<file path="src/rtl/spmv_row_sequencer.sv">
// CSR sparse-matrix x dense-vector row sequencer: pointer fetch, pipelined nonzero issue,
// latency-tracked multiply/accumulate, valid/ready row results. Option: SPMV_ZERO_SKIP_EN.
module spmv_row_sequencer #(
  parameter int ADDR_W  = 11,
  parameter int DATA_W  = 32,
  parameter int RD_LAT  = 2,
  parameter int MUL_LAT = 6
) (
  input  logic                clk,
  input  logic                reset,
  input  logic                start,
  input  logic [ADDR_W-1:0]   num_rows,
  output logic                busy,
  output logic                done,
  output logic                ptr_en,
  output logic [ADDR_W-1:0]   ptr_addr,
  input  logic [ADDR_W-1:0]   ptr_din,
  output logic                nz_en,
  output logic [ADDR_W-1:0]   nz_addr,
  input  logic [DATA_W-1:0]   val_din,
  input  logic [ADDR_W-1:0]   col_din,
  output logic                dense_en,
  output logic [ADDR_W-1:0]   dense_addr,
  input  logic [DATA_W-1:0]   dense_din,
  output logic [DATA_W-1:0]   mul_a,
  output logic [DATA_W-1:0]   mul_b,
  input  logic [2*DATA_W-1:0] mul_p,
  output logic                res_valid,
  input  logic                res_ready,
  output logic [ADDR_W-1:0]   res_row,
  output logic [2*DATA_W-1:0] res_data
);
  localparam int DEPTH = 2*RD_LAT + MUL_LAT;
  localparam int CW    = $clog2(RD_LAT+1) + 1;

  typedef enum logic [2:0] {IDLE, PTR_LO, PTR_HI, ISSUE, DRAIN, RESULT} state_t;
  state_t state, state_nx;

  logic [ADDR_W-1:0]              rows_q, r, k, k_lo, k_hi;
  logic [CW-1:0]                  cnt;
  logic [DEPTH:1]                 vld_pipe;  // bit d: op issued d cycles ago
  logic [RD_LAT-1:0][DATA_W-1:0]  val_dly;
  logic [2*DATA_W-1:0]            acc;
  logic                           issue, rd_done, last_row, nz_ok;

  assign rd_done  = (cnt == CW'(RD_LAT));
  assign last_row = ((r + ADDR_W'(1)) == rows_q);
  assign busy     = (state != IDLE);

`ifdef SPMV_ZERO_SKIP_EN
  assign nz_ok = (val_din != '0);
`else
  assign nz_ok = 1'b1;
`endif

  assign dense_en   = vld_pipe[RD_LAT] && nz_ok;
  assign dense_addr = dense_en ? col_din : '0;
  assign mul_a      = vld_pipe[2*RD_LAT] ? val_dly[RD_LAT-1] : '0;
  assign mul_b      = vld_pipe[2*RD_LAT] ? dense_din : '0;

  always_comb begin
    state_nx  = state;
    ptr_en    = 1'b0;
    ptr_addr  = '0;
    nz_en     = 1'b0;
    nz_addr   = '0;
    issue     = 1'b0;
    res_valid = 1'b0;
    res_row   = '0;
    res_data  = '0;
    case (state)
      IDLE:   if (start && num_rows != '0) state_nx = PTR_LO;
      PTR_LO: begin
        ptr_en   = (cnt == '0);
        ptr_addr = r;
        if (rd_done) state_nx = PTR_HI;
      end
      PTR_HI: begin
        ptr_en   = (cnt == '0);
        ptr_addr = r + ADDR_W'(1);
        // k_hi <= k_lo covers both empty and inverted pointer pairs
        if (rd_done) state_nx = (ptr_din <= k_lo) ? RESULT : ISSUE;
      end
      ISSUE: begin
        nz_en   = 1'b1;
        nz_addr = k;
        issue   = 1'b1;
        if ((k + ADDR_W'(1)) == k_hi) state_nx = DRAIN;
      end
      DRAIN:  if (vld_pipe == '0) state_nx = RESULT;
      RESULT: begin
        res_valid = 1'b1;
        res_row   = r;
        res_data  = acc;
        if (res_ready) state_nx = last_row ? IDLE : PTR_LO;
      end
      default: state_nx = IDLE;
    endcase
  end

  always_ff @(posedge clk) begin
    if (reset) begin
      state    <= IDLE;
      rows_q   <= '0;
      r        <= '0;
      k        <= '0;
      k_lo     <= '0;
      k_hi     <= '0;
      cnt      <= '0;
      vld_pipe <= '0;
      val_dly  <= '0;
      acc      <= '0;
      done     <= 1'b0;
    end else begin
      state <= state_nx;
      done  <= 1'b0;

      vld_pipe[1] <= issue;
      for (int i = 2; i <= DEPTH; i++) vld_pipe[i] <= vld_pipe[i-1];
`ifdef SPMV_ZERO_SKIP_EN
      vld_pipe[RD_LAT+1] <= vld_pipe[RD_LAT] && nz_ok;
`endif
      val_dly[0] <= val_din;
      for (int i = 1; i < RD_LAT; i++) val_dly[i] <= val_dly[i-1];

      if (vld_pipe[DEPTH]) acc <= acc + mul_p;

      case (state)
        IDLE: begin
          cnt <= '0;
          if (start) begin
            if (num_rows == '0) done <= 1'b1;
            rows_q <= num_rows;
            r      <= '0;
            acc    <= '0;
          end
        end
        PTR_LO: begin
          cnt <= rd_done ? '0 : cnt + CW'(1);
          if (rd_done) k_lo <= ptr_din;
        end
        PTR_HI: begin
          cnt <= rd_done ? '0 : cnt + CW'(1);
          if (rd_done) begin
            k_hi <= ptr_din;
            k    <= k_lo;
          end
        end
        ISSUE:  k <= k + ADDR_W'(1);
        RESULT: if (res_ready) begin
          acc <= '0;
          r   <= r + ADDR_W'(1);
          if (last_row) done <= 1'b1;
        end
        default: ;
      endcase
    end
  end
endmodule

</file>
<file path="config.mk">
export PLATFORM = sky130hd
export DESIGN_NAME = spmv_row_sequencer
export DESIGN_NICKNAME = d
export VERILOG_FILES = /design/src/rtl/spmv_row_sequencer.sv
export SDC_FILE = /design/constraint.sdc
export NUM_CORES = 1
export LEC_CHECK = 0
export BUFFER_PORTS_ARGS = -buffer_cell sky130_fd_sc_hd__buf_2
export CORE_UTILIZATION = 49
export DETAILED_ROUTE_END_ITERATION = 10
export PLACE_DENSITY = 0.87
export SLEW_MARGIN = 20
export SYNTH_ARGS = -nofsm -noshare
export SYNTH_HDL_FRONTEND = slang
export SYNTH_SLANG_ARGS = --single-unit
</file>
<file path="constraint.sdc">
create_clock -name clk -period 3.1 [get_ports clk]
set_clock_uncertainty 0.15 [all_clocks]
set_input_delay 0.465 -clock clk [delete_from_list [all_inputs] [get_ports clk]]
set_output_delay 0.465 -clock clk [all_outputs]
set_load 0.02 [all_outputs]
</file>
After elaboration in Yosys (flattened, before gate mapping). Cells that the tools add are included.

Bits of input ports: 165. Memory bits (writable): 0. Output and inout bits: 178. Flip-flop bits (word level): 200. Memories: 0. ROM bits: 0. Latch bits: 0.

Bitwise gates (word level): 0. Multipliers: 0. Reduce and logical (&&, ||, !) cells: 17. $lt $le $gt $ge: 1. Divide/modulo/power cells: 0. Muxes and demuxes: 35. Add/subtract/negate cells: 4. Shifts and indexed selects: 0. Equal/unequal tests: 15.

Operator list (count): 64-bit two-way mux (4); 64-bit case mux with 2 select lines (1); 11-bit two-way mux (6); 11-bit case mux with 2 select lines (3); 64-bit adder (1); 32-bit two-way mux (2); 3-bit two-way mux (8); 11-bit by 1-bit adder with 11-bit output, second input constant (2); 11-bit equality test (2); 3-bit case mux with 6 select lines (1); 2-bit inequality test, second input constant (7); 11-bit less-or-equal comparator (1); 11-bit logical NOT (1); 11-bit nonzero test (1); 10-bit logical NOT (1); 3-bit by 2-bit equality test with 1-bit output, second input constant (3); 1-bit two-way mux (8); 2-bit AND reduction (4); 3-bit equality test, second input constant (2); 3-bit logical NOT (2); 3-bit case mux with 2 select lines (1); 6-bit AND reduction (1); 2-bit nonzero test (3); 3-bit by 1-bit adder with 3-bit output, second input constant (1); other kinds (6) (6).

Longest topological paths before layout. Gate-level depths: netlist of the first run.

Word-level depth: 5. Mapped depth: 13. Gate-level depth less buffers: 13.

Worst setup path after synthesis of the first run. Ideal clock, no wire load.

Path type: input -> register. From: input mul_p[0]. To: register acc[48]. Stages on the path: 13. Data required time: 2.887 ns. Arrival: 2.874 ns. Buffers on the path: 0. Setup slack: 0.013 ns. Setup time: 0.063 ns. Path through: ha_1 -> inv_1 -> fa_1 -> nor2b_1 -> o31a_1 -> o21ai_2 -> o21a_1 -> o31ai_2 -> a21o_1 -> a31oi_2 -> o31a_1 -> nor4_1 -> nand3b_1.

Word-level cells in the longest chain between the ends: 4. Elaborated cells on any way between the ends: 5. Those cells by class: 1 x add/sub; 4 x mux.

RTL lines: start: declaration (RTL line 27) `input logic [2*DATA_W-1:0] mul_p,`; 64-bit adder * (RTL line 126) `if (vld_pipe[DEPTH]) acc <= acc + mul_p;`; 64-bit two-way mux * (RTL line 126); 64-bit two-way mux, on equally long branches (RTL line 150, 131); 64-bit case mux with 2 select lines * (RTL line 128) `case (state)`; end signal: assignment (RTL line 126); end: declaration (RTL line 43) `logic [2*DATA_W-1:0] acc;`.

Every way passes the cells marked *; elsewhere a longest branch is shown, timed or not. A chain may end at the register's enable or synchronous reset.

Worst setup path in the final report of the first run.
From: register acc[33]. To: register acc[61].

Word-level cells in the longest chain between the ends: 4. Elaborated cells on any way between the ends: 5. Those cells by class: 1 x add/sub; 4 x mux.

RTL lines (RTL line): 64-bit adder * (126); 64-bit two-way mux * (126); 64-bit two-way mux, on equally long branches (150, 131); 64-bit case mux with 2 select lines * (128).

Marked as above.

==> results.txt, run 1 <==
Status: finished clean
Ranking of synthesized cells by area: dfxtp_1 (32%), ha_1 (7.5%), nor2_1 (4.9%)
Vias in the first global route: 12,527
Register area: 0.00401 mm²
Asr flop ratio synth: 0
Worst flop-to-flop path startpoint: acc[33]$_SDFF_PP0_
Period utilization: 0.972
Seq/Total Area, Yosys: 0.316
Total wire length: 38,600 µm
Crit path kind: reg2reg
P_sw: 2.56 mW
Largest family of logic cells by synthesized area: simple AND/OR/NAND/NOR gates
Crit. End Element: register
Total GRT Usage: 0.281
Fillers: 2,081
Sw frac: 0.367
Port bufs: 342
Clock Tree Buf Depth: 2
Slew Limit Fails: 0
Cell count after synthesis: 1,604
Die Y: 163 µm
Drt drc: 0
Logic pwr share: 0.251
Clk pwr share: 0.355
Synth Net Count: 1,846
Critical path data arrival time: 3.15 ns
Yosys cell types: 69
Post-Synth Adder-Cell Area: 0.0766
DP HPWL: 29,100 µm
Inst Count DP: 2,298
Area growth syn-to-layout: 29.7%
Antenna violations before repair: 5
Initial Util: 0.502
Synth warn: 0
# rows: 58
Hold Crit Class: in2reg
Util after Layout: 0.652
Synth top area share: 0.316
Die width: 163 µm
Post-synthesis compound-gate area fraction: 0.185
Final-stage net count: 2,249
Via density: 5.68
P_leak: 8.03 nW
Post-Layout Cell Count: 2,355
Worst Setup Start Kind: register
Core ar.: 0.0253 mm²
RSZ-0062 raised after global routing: yes
Flops & latches, synth: 200
Max Cap Viol: 0
Worst Path Required: 3.24 ns
Root Driver: clkbuf_16
TritonCTS Sinks: 200
Clock transition at path regs: 0.09 ns
Drt first pass iters: 5
H-tree levels: 4
Avg Cell Area, Syn: 7.91 µm²
Post-Syn Area: 0.0127 mm²
HP Start: val_din[8]
DR iter-0 viols: 1,046
P_int: 4.42 mW
Setup Viol. Count Final: 0
Ports: 343
Post-synthesis mux area share: 0.0387
Power per cell area: 424 mW/mm²
Routed wire length per instance: 16.4 µm
Total gr overflow: 0
Final Cell Area: 0.0165 mm²
Slew margin rel.: 0.379
Placed inst area: 0.0154 mm²
Post-synth top area cell: dfxtp_1
Pin count of the biggest net entering global routing: 138
Worst setup startpoint: acc[33]$_SDFF_PP0_
Worst vdd ir: 0.439 mV
Slowest CP cell: dfxtp_1
Sequential share of power: 0.394
Fin crit period: 3.01 ns
Fraction of layout cells with a size suffix above 1: 0.286
Worst Path Max Fanout: 3
Crit path largest cell delay: 0.34 ns
Die ar.: 0.0265 mm²
Area of the multi-input gates: 0.00834 mm²
Placer Congestion: 0.970
XOR/XNOR share of the synthesized area: 0.0601
CTS tree: built
Fmax: 332 MHz
Worst-path cell chain: ha_1 > nand4_1 > or2_4 > a2111oi_4 > o31ai_2 > and3_1 > a21o_1 > o21a_4 > o31ai_2 > mux2i_1 > o311ai_1
Worst slew pin tran: 0.932 ns
Crit-path most repeated cell: o31ai_2
Post-synth EDFFs: 0
Simple logic cell fraction of the synthesized area: 0.279
Total Power: 6.97 mW
Number of antenna-violating nets in the routed design: 0
Vias post-DR: 13,370
First-pass GRT wire length: 60,600 µm
Post-CTS Hold Buffers: 0
Total CTS buffers: 17
Clk Latency, worst-skew pair: 0.44 ns
Dominant synthesized flop cell: dfxtp_1
Final Hold Fails: 0
==> synth_stat cells (14+ instances only) <==
master,number
clkbuf_1,92
o21ai_0,48
nand2_1,127
nand4_1,28
nor3_1,29
a211oi_1,16
a21oi_1,121
ha_1,76
inv_1,34
a21o_1,41
nor2b_1,84
mux2i_1,49
a22oi_1,20
xnor2_1,66
and2_1,80
and3_1,100
nor2_1,167
nor4_1,14
nand3_1,26
dfxtp_1,200
xor2_1,21
==> state kept, by name (all words and copies together), names as in the netlist <==
signal,cells
done,1
rows_q,11
val_dly,64
vld_pipe,10
state,3
cnt,3
r,11
acc,64
k,11
k_lo,11
k_hi,11
==> cells in the final DEF (no fill, tap or decap), types with 28 or more instances in the layout <==
cell | Yosys | layout
a21o_1 | 41 | 41
buf_2 | 10 | 341
and2_1 | 80 | 80
nand2_1 | 127 | 127
xnor2_1 | 66 | 66
and3_1 | 100 | 100
dfxtp_1 | 200 | 195
ha_1 | 76 | 66
a21oi_1 | 121 | 120
mux2i_1 | 49 | 49
nor2b_1 | 84 | 82
inv_1 | 34 | 34
o21ai_0 | 48 | 45
nor2_1 | 167 | 166
buf_4 | 2 | 151
nand4_1 | 28 | 28
==> logic make-up (layout without fill, tap and decap cells) <==
logic type	count (synthesis)	after routing
XOR/XNOR	87	87
adder cells (fa/ha/maj)	77	77
AO/OA/AOI/OAI	356	356
multiplexers	49	49
AND/OR/NAND/NOR	690	690
other	0	5
buffers and inverters	145	561
flip-flops	200	200
==> path summary, 6_finish.rpt <==
| kind | end | slack (ns) | cells after the start |
|---|---|---|---|
| min reg2reg | val_dly[52]$_SDFF_PP0_ | 0.29 | 1 |
| min | val_dly[8]$_SDFF_PP0_ | 0.07 | 2 |
| max reg2reg | acc[61]$_SDFF_PP0_ | 0.09 | 11 |
| max | acc[61]$_SDFF_PP0_ | 0.09 | 11 |
==> timing repair <==
| item | CTS | global route |
|---|---|---|
| endpoints found under the setup margin | 6 | 30 |
| pin swaps | 6 | 15 |
| buffers inserted | 14 | 6 |
| gates resized for setup | 7 | 35 |
==> per-stage QoR <==
stage	hold slack, ns	setup TNS, ns	setup slack [ns]
global route	0.0547	-0.0537	-0.0431
global placement	0.264	-2.49	-0.229
finish	0.0722	0	0.0863
floorplan	0.264	0	0.0135
detailed placement	0.274	-4.84	-0.354
CTS	0.0629	0	0.0172
==> metal layers <==
layer / track usage / part of all wire / up-vias
met5: 0 / 0 / -
met4: 0.127 / 0.031 / 0
met3: 0.0598 / 0.077 / 92
met2: 0.474 / 0.48 / 577
met1: 0.341 / 0.41 / 6267
li1: - / - / 6434
==> critical path: cells and delay by family (launching register included) <==
family                     cells  cell delay (ns)
AOI/OAI and AO/OA              6             1.20
muxes                          1             0.20
and+or+nand+nor                3             0.64
DFF                            1             0.34
adders and majority gates      1             0.31
==> power groups by stage <==
stage	Combinational (mW)	Clock, mW	Sequential, mW
4_1_cts	1.70	2.52	2.75
5_1_grt	1.90	2.62	2.76
2_1_floorplan	1.08	0	2.76
3_5_place_dp	1.69	0	2.81
3_3_place_gp	1.64	0	2.80
6_report	1.75	2.48	2.75
==> final cells by class <==
cell class / count / area share
flip-flops and latches: 200 / 0.244
diodes: 5 / 0.000760
multi-input cells: 1259 / 0.507
repair buffers: 495 / 0.176
inverters: 34 / 0.00776
clock inverters: 15 / 0.0142
well taps: 330 / 0.0251
clock buffers: 17 / 0.0259
Note: power is estimated with default switching activity, not from simulation.
==> run 2: changes to the inputs <==
- ABC_AREA: unset -> 1
- CORE_UTILIZATION: 49 -> 50
==> results.txt, run 2 <==
Status: finished clean
Worst Path Required: 2.48 ns
Pin count of the biggest net entering global routing: 84
Fmax: 350 MHz
Logic pwr share: 0.196
Setup Viol. Count Final: 0
Via density: 5.16
Hold Crit Class: in2reg
Count leader, synth: nand2_1
Period utilization: 0.921
Asr flop ratio synth: 0
Clock Tree Buf Depth: 2
Post-Syn Area: 0.0142 mm²
Final Hold Fails: 0
Commonest non-fill, non-tap cell in the layout: nand2_1
Routed wire length per instance: 15.2 µm
Total CTS buffers: 17
TritonCTS Sinks: 200
Antenna violations before repair: 6
Synth warn: 0
Final hold slack: 0.0468 ns
Ports: 343
H-tree levels: 4
Final Cell Area: 0.0170 mm²
Setup Buffers After CTS: 0
Max Cap Viol: 0
Worst Path Max Fanout: 52
Die width: 171 µm
DR iter-0 viols: 1,275
# rows: 61
Fin crit period: 2.85 ns
Drt first pass iters: 8
Port bufs: 342
Yosys cell types: 41
Die ar.: 0.0291 mm²
Total wire length: 47,800 µm
Vias in the first global route: 15,050
Most frequent cells in the layout: nand2_1 (538), inv_1 (481), nor2_1 (383), buf_2 (341), a21oi_1 (210)
Seq/Total Area, Yosys: 0.282
Clk pwr share: 0.381
Clk Latency, worst-skew pair: 0.46 ns
Placed inst area: 0.0163 mm²
CTS tree: built
Critical path data arrival time: 2.24 ns
Crit. End Element: output pin
Synth top area share: 0.282
Post-synth top area cell: dfxtp_1
Top Registers: acc x64, val_dly x64
List of most frequent post-synthesis cells: nand2_1 (538), inv_1 (482), nor2_1 (383)
Worst Setup Start Kind: register
Placer Congestion: 1.02
P_int: 4.26 mW
Vias post-DR: 16,254
Number of antenna-violating nets in the routed design: 0
Crit path kind: reg2out
Total Power: 6.59 mW
Core ar.: 0.0279 mm²
Post-synth EDFFs: 0
Area growth syn-to-layout: 19.6%
Worst vdd ir: 0.435 mV
Drt drc: 0
Initial Util: 0.510
Die Y: 171 µm
Final-stage net count: 3,000
Synth Net Count: 2,680
Sw frac: 0.353
Clock transition at path regs: 0.09 ns
Dominant synthesized flop cell: dfxtp_1
Worst slew pin tran: 0.930 ns
Total gr overflow: 0
Total GRT Usage: 0.323
Flops & latches, synth: 200
Fraction of layout cells with a size suffix above 1: 0.170
DP HPWL: 38,400 µm
Root Driver: clkbuf_16
Slew Limit Fails: 0
Cell count after synthesis: 2,438
Ranking of synthesized cells by area: dfxtp_1 (28%), nand2_1 (14%), inv_1 (13%)
P_leak: 9.40 nW
Slew margin rel.: 0.380
First-pass GRT wire length: 74,300 µm
P_sw: 2.33 mW
Setup total negative slack: 0 ns
Sequential share of power: 0.423
Power per cell area: 388 mW/mm²
Avg Cell Area, Syn: 5.83 µm²
RSZ-0062 raised after global routing: no
-- run 2: cell types whose count changed after synthesis, sizes merged, moves of 61 or more --
cell,before,now
nand3,26,145
a21oi,121,210
nor2b,84,0
o21ai,58,143
inv,34,535
and2,80,3
nand2,127,547
xnor2,66,5
nor2,167,393
and3,100,0
-- run 2: cells by family (layout without fill, tap and decap cells) --
| family | count (synthesis) | in the layout | share of synthesized area |
|---|---|---|---|
| buffers and inverters | 598 | 931 | 0.158 |
| and+or+nand+nor | 1133 | 1133 | 0.326 |
| DFF | 200 | 200 | 0.282 |
| xor gates and xnor gates | 26 | 26 | 0.0160 |
| other | 0 | 2 | 0 |
| adders and majority gates | 77 | 77 | 0.0683 |
| AOI/OAI and AO/OA | 404 | 404 | 0.150 |
-- run 2: path summary, 6_finish.rpt --
check,from,endpoint,slack [ns],cells past startpoint
setup / recovery,state[0]$_SDFFE_PP0P_,res_data[32],0.25,6
setup reg to reg,acc[0]$_SDFF_PP0_,acc[58]$_SDFF_PP0_,0.28,17
hold / removal,val_din[9],val_dly[9]$_SDFF_PP0_,0.05,3
hold reg to reg,val_dly[8]$_SDFF_PP0_,val_dly[40]$_SDFF_PP0_,0.25,2
-- run 2: power groups by stage --
stage	clock network [mW]	registers [mW]	logic (mW)
after floorplan	0	2.82	0.855
after global placement	0	2.84	1.23
after detailed placement	0	2.85	1.26
after CTS	2.53	2.79	1.27
after global routing	2.63	2.81	1.42
final	2.51	2.79	1.29
-- run 2: timing repair --
action                     in CTS  in global routing
setup endpoints to repair       0                 30
hold buffers                    0                  0
resized for setup               0                  1
-- run 2: worst max-delay path, cell delays in order (launching register included) --
cell and delay, ns:
dfxtp_1 0.46, inv_2 0.08, nor2_2 0.26, inv_2 0.28, buf_6 0.30, nor2_1 0.17
buf_2 0.18
-- run 2: through the flow --
| step | cells | setup WS, ns | utilization |
|---|---|---|---|
| finish | 3151 | 0.246 | 0.610 |
| global route | 3149 | 0.0815 | 0.610 |
| detailed placement | 3117 | 0.0632 | 0.586 |
| global placement | 3117 | 0.133 | 0.586 |
| CTS | 3149 | 0.132 | 0.610 |
| floorplan | 2438 | 0.732 | - |
-- run 2: metal layers --
metal	wire [µm]	up-vias	track usage
met1	20400	7333	0.404
met3	3480	105	0.0520
met4	1570	6	0.120
met5	38	-	0
li1	-	8164	-
met2	22300	646	0.554
-- run 2: layout make-up --
| class | count | area [µm²] |
|---|---|---|
| Tap cell | 378 | 473 |
| Sequential cell | 200 | 4010 |
| Timing Repair Buffer | 362 | 1880 |
| Inverter | 537 | 2020 |
| Fill cell | 2740 | 10900 |
| Multi-Input combinational cell | 1640 | 7960 |
| Antenna cell | 2 | 5.00 |
| Clock buffer | 17 | 425 |
| Clock inverter | 15 | 230 |
==> run 3: changes to the inputs <==
- ABC_AREA: 1 -> unset
- CORE_UTILIZATION: 50 -> 49
- GPL_TIMING_DRIVEN: unset -> 0
==> results.txt, run 3 (synthesized netlist as in run 1, its figures left out) <==
Status: finished clean
Final Cell Area: 0.0162 mm²
Drt first pass iters: 7
Placed inst area: 0.0148 mm²
Period utilization: 0.991
Worst Path Max Fanout: 7
Total gr overflow: 0
RSZ-0062 raised after global routing: yes
Slew margin rel.: 0.417
Number of antenna-violating nets in the routed design: 0
Final Hold Fails: 0
Via density: 5.77
Pin count of the biggest net entering global routing: 23
Final-stage net count: 2,227
Fmax: 326 MHz
Power per cell area: 424 mW/mm²
H-tree levels: 4
Core ar.: 0.0253 mm²
Routed wire length per instance: 17.6 µm
Vias in the first global route: 12,467
Vias post-DR: 13,451
Initial Util: 0.502
Fraction of layout cells with a size suffix above 1: 0.257
Ports: 343
TritonCTS Sinks: 200
Fin crit period: 3.07 ns
Clock Tree Buf Depth: 2
Clock transition at path regs: 0.09 ns
Worst vdd ir: 0.363 mV
Commonest non-fill, non-tap cell in the layout: buf_2
First-pass GRT wire length: 62,000 µm
Total GRT Usage: 0.294
Top Registers: acc x64, val_dly x64
Die width: 163 µm
Total CTS buffers: 17
DR iter-0 viols: 952
CTS tree: built
Port bufs: 342
# rows: 58
Crit path kind: reg2reg
Worst slew pin tran: 0.874 ns
Drt drc: 0
Clk Latency, worst-skew pair: 0.44 ns
Final setup margin: 0.0281 ns
P_leak: 7.68 nW
Die ar.: 0.0265 mm²
Root Driver: clkbuf_16
Critical path data arrival time: 3.29 ns
DP HPWL: 30,700 µm
Max Cap Viol: 0
Worst Setup Start Kind: register
Die Y: 163 µm
Placer Congestion: 0.987
Total wire length: 41,000 µm
Crit. End Element: register
Most frequent cells in the layout: buf_2 (347), dfxtp_1 (191), nor2_1 (165), nand2_1 (125), a21oi_1 (119)
Placement Setup Slack: -0.709 ns
Antenna violations before repair: 4
Hold Crit Class: in2reg
Slew Limit Fails: 0
Area growth syn-to-layout: 27.7%
Setup Viol. Count Final: 0
Worst Path Required: 3.32 ns
Post-CTS Hold Buffers: 0
run 3: cell types whose count changed in the layout (fill, tap and decap cells not counted), sizes merged, moves of 41 or more:
cell,before,now
a21o,0,41
inv,547,43
o21ai,143,58
xnor2,5,66
nand3,145,26
nand2,547,127
mux2i,0,49
nor2b,0,84
clkbuf,17,103
and3,0,100
a21oi,210,121
nor2,393,167
and2,3,80
run 3: area by class of cell:
class,count,area [µm²]
Buffer,101,454
Clock buffer,18,429
Fill cell,2097,9060
Antenna cell,4,10.0
Tap cell,330,413
Timing Repair Buffer,372,1940
Clock inverter,14,188
Inverter,34,128
Multi-Input combinational cell,1259,8610
Sequential cell,200,4020
run 3: what timing repair did:
item / in CTS / in global routing
setup endpoints to repair: 121 / 70
buffers inserted: 25 / 5
pin swaps: 26 / 23
resized for setup: 71 / 60
run 3: critical path: stages, from the launching register on:
cell       delay (ns)
dfxtp_2          0.34
ha_1             0.27
buf_2            0.18
nor3_1           0.08
nor3_1           0.36
o21ai_4          0.16
a211oi_4         0.33
o21ai_4          0.12
a2111oi_4        0.38
o21ai_2          0.15
o21ai_2          0.17
mux2i_1          0.22
a31o_1           0.11
run 3: final timing paths:
path	slack (ns)	endpoint	startpoint	cells after the start
max	0.03	acc[62]$_SDFF_PP0_	acc[6]$_SDFF_PP0_	12
min	0.07	val_dly[27]$_SDFF_PP0_	val_din[27]	2
max reg2reg	0.03	acc[62]$_SDFF_PP0_	acc[6]$_SDFF_PP0_	12
min reg2reg	0.29	val_dly[39]$_SDFF_PP0_	val_dly[7]$_SDFF_PP0_	1
run 3: where the power goes:
part | switching (mW) | leakage, nW | total, mW | internal, mW
clock | 1.23 | 0.297 | 2.35 | 1.12
combinational | 1.27 | 5.75 | 1.79 | 0.522
sequential | 0.0652 | 1.63 | 2.73 | 2.67
run 3: metrics by stage:
stage | utilization | setup TNS [ns] | hold WS, ns | power, mW | instances
after detailed placement | 0.586 | -22.91 | 0.272 | 4.46 | 2276
after global placement | 0.586 | -19.01 | 0.267 | 4.40 | 2276
after floorplan | - | 0 | 0.264 | 3.84 | 1604
final | 0.641 | 0 | 0.0733 | 6.87 | 2332
after global routing | 0.641 | -0.200 | 0.0800 | 7.14 | 2331
after CTS | 0.629 | -0.0142 | 0.0656 | 6.79 | 2332
run 3: per-layer routing:
layer	wire, µm	up-vias	GRT usage
met4	1460	0	0.138
li1	-	6395	-
met1	16300	6246	0.359
met3	3400	106	0.0537
met2	19800	704	0.498
met5	0	-	0
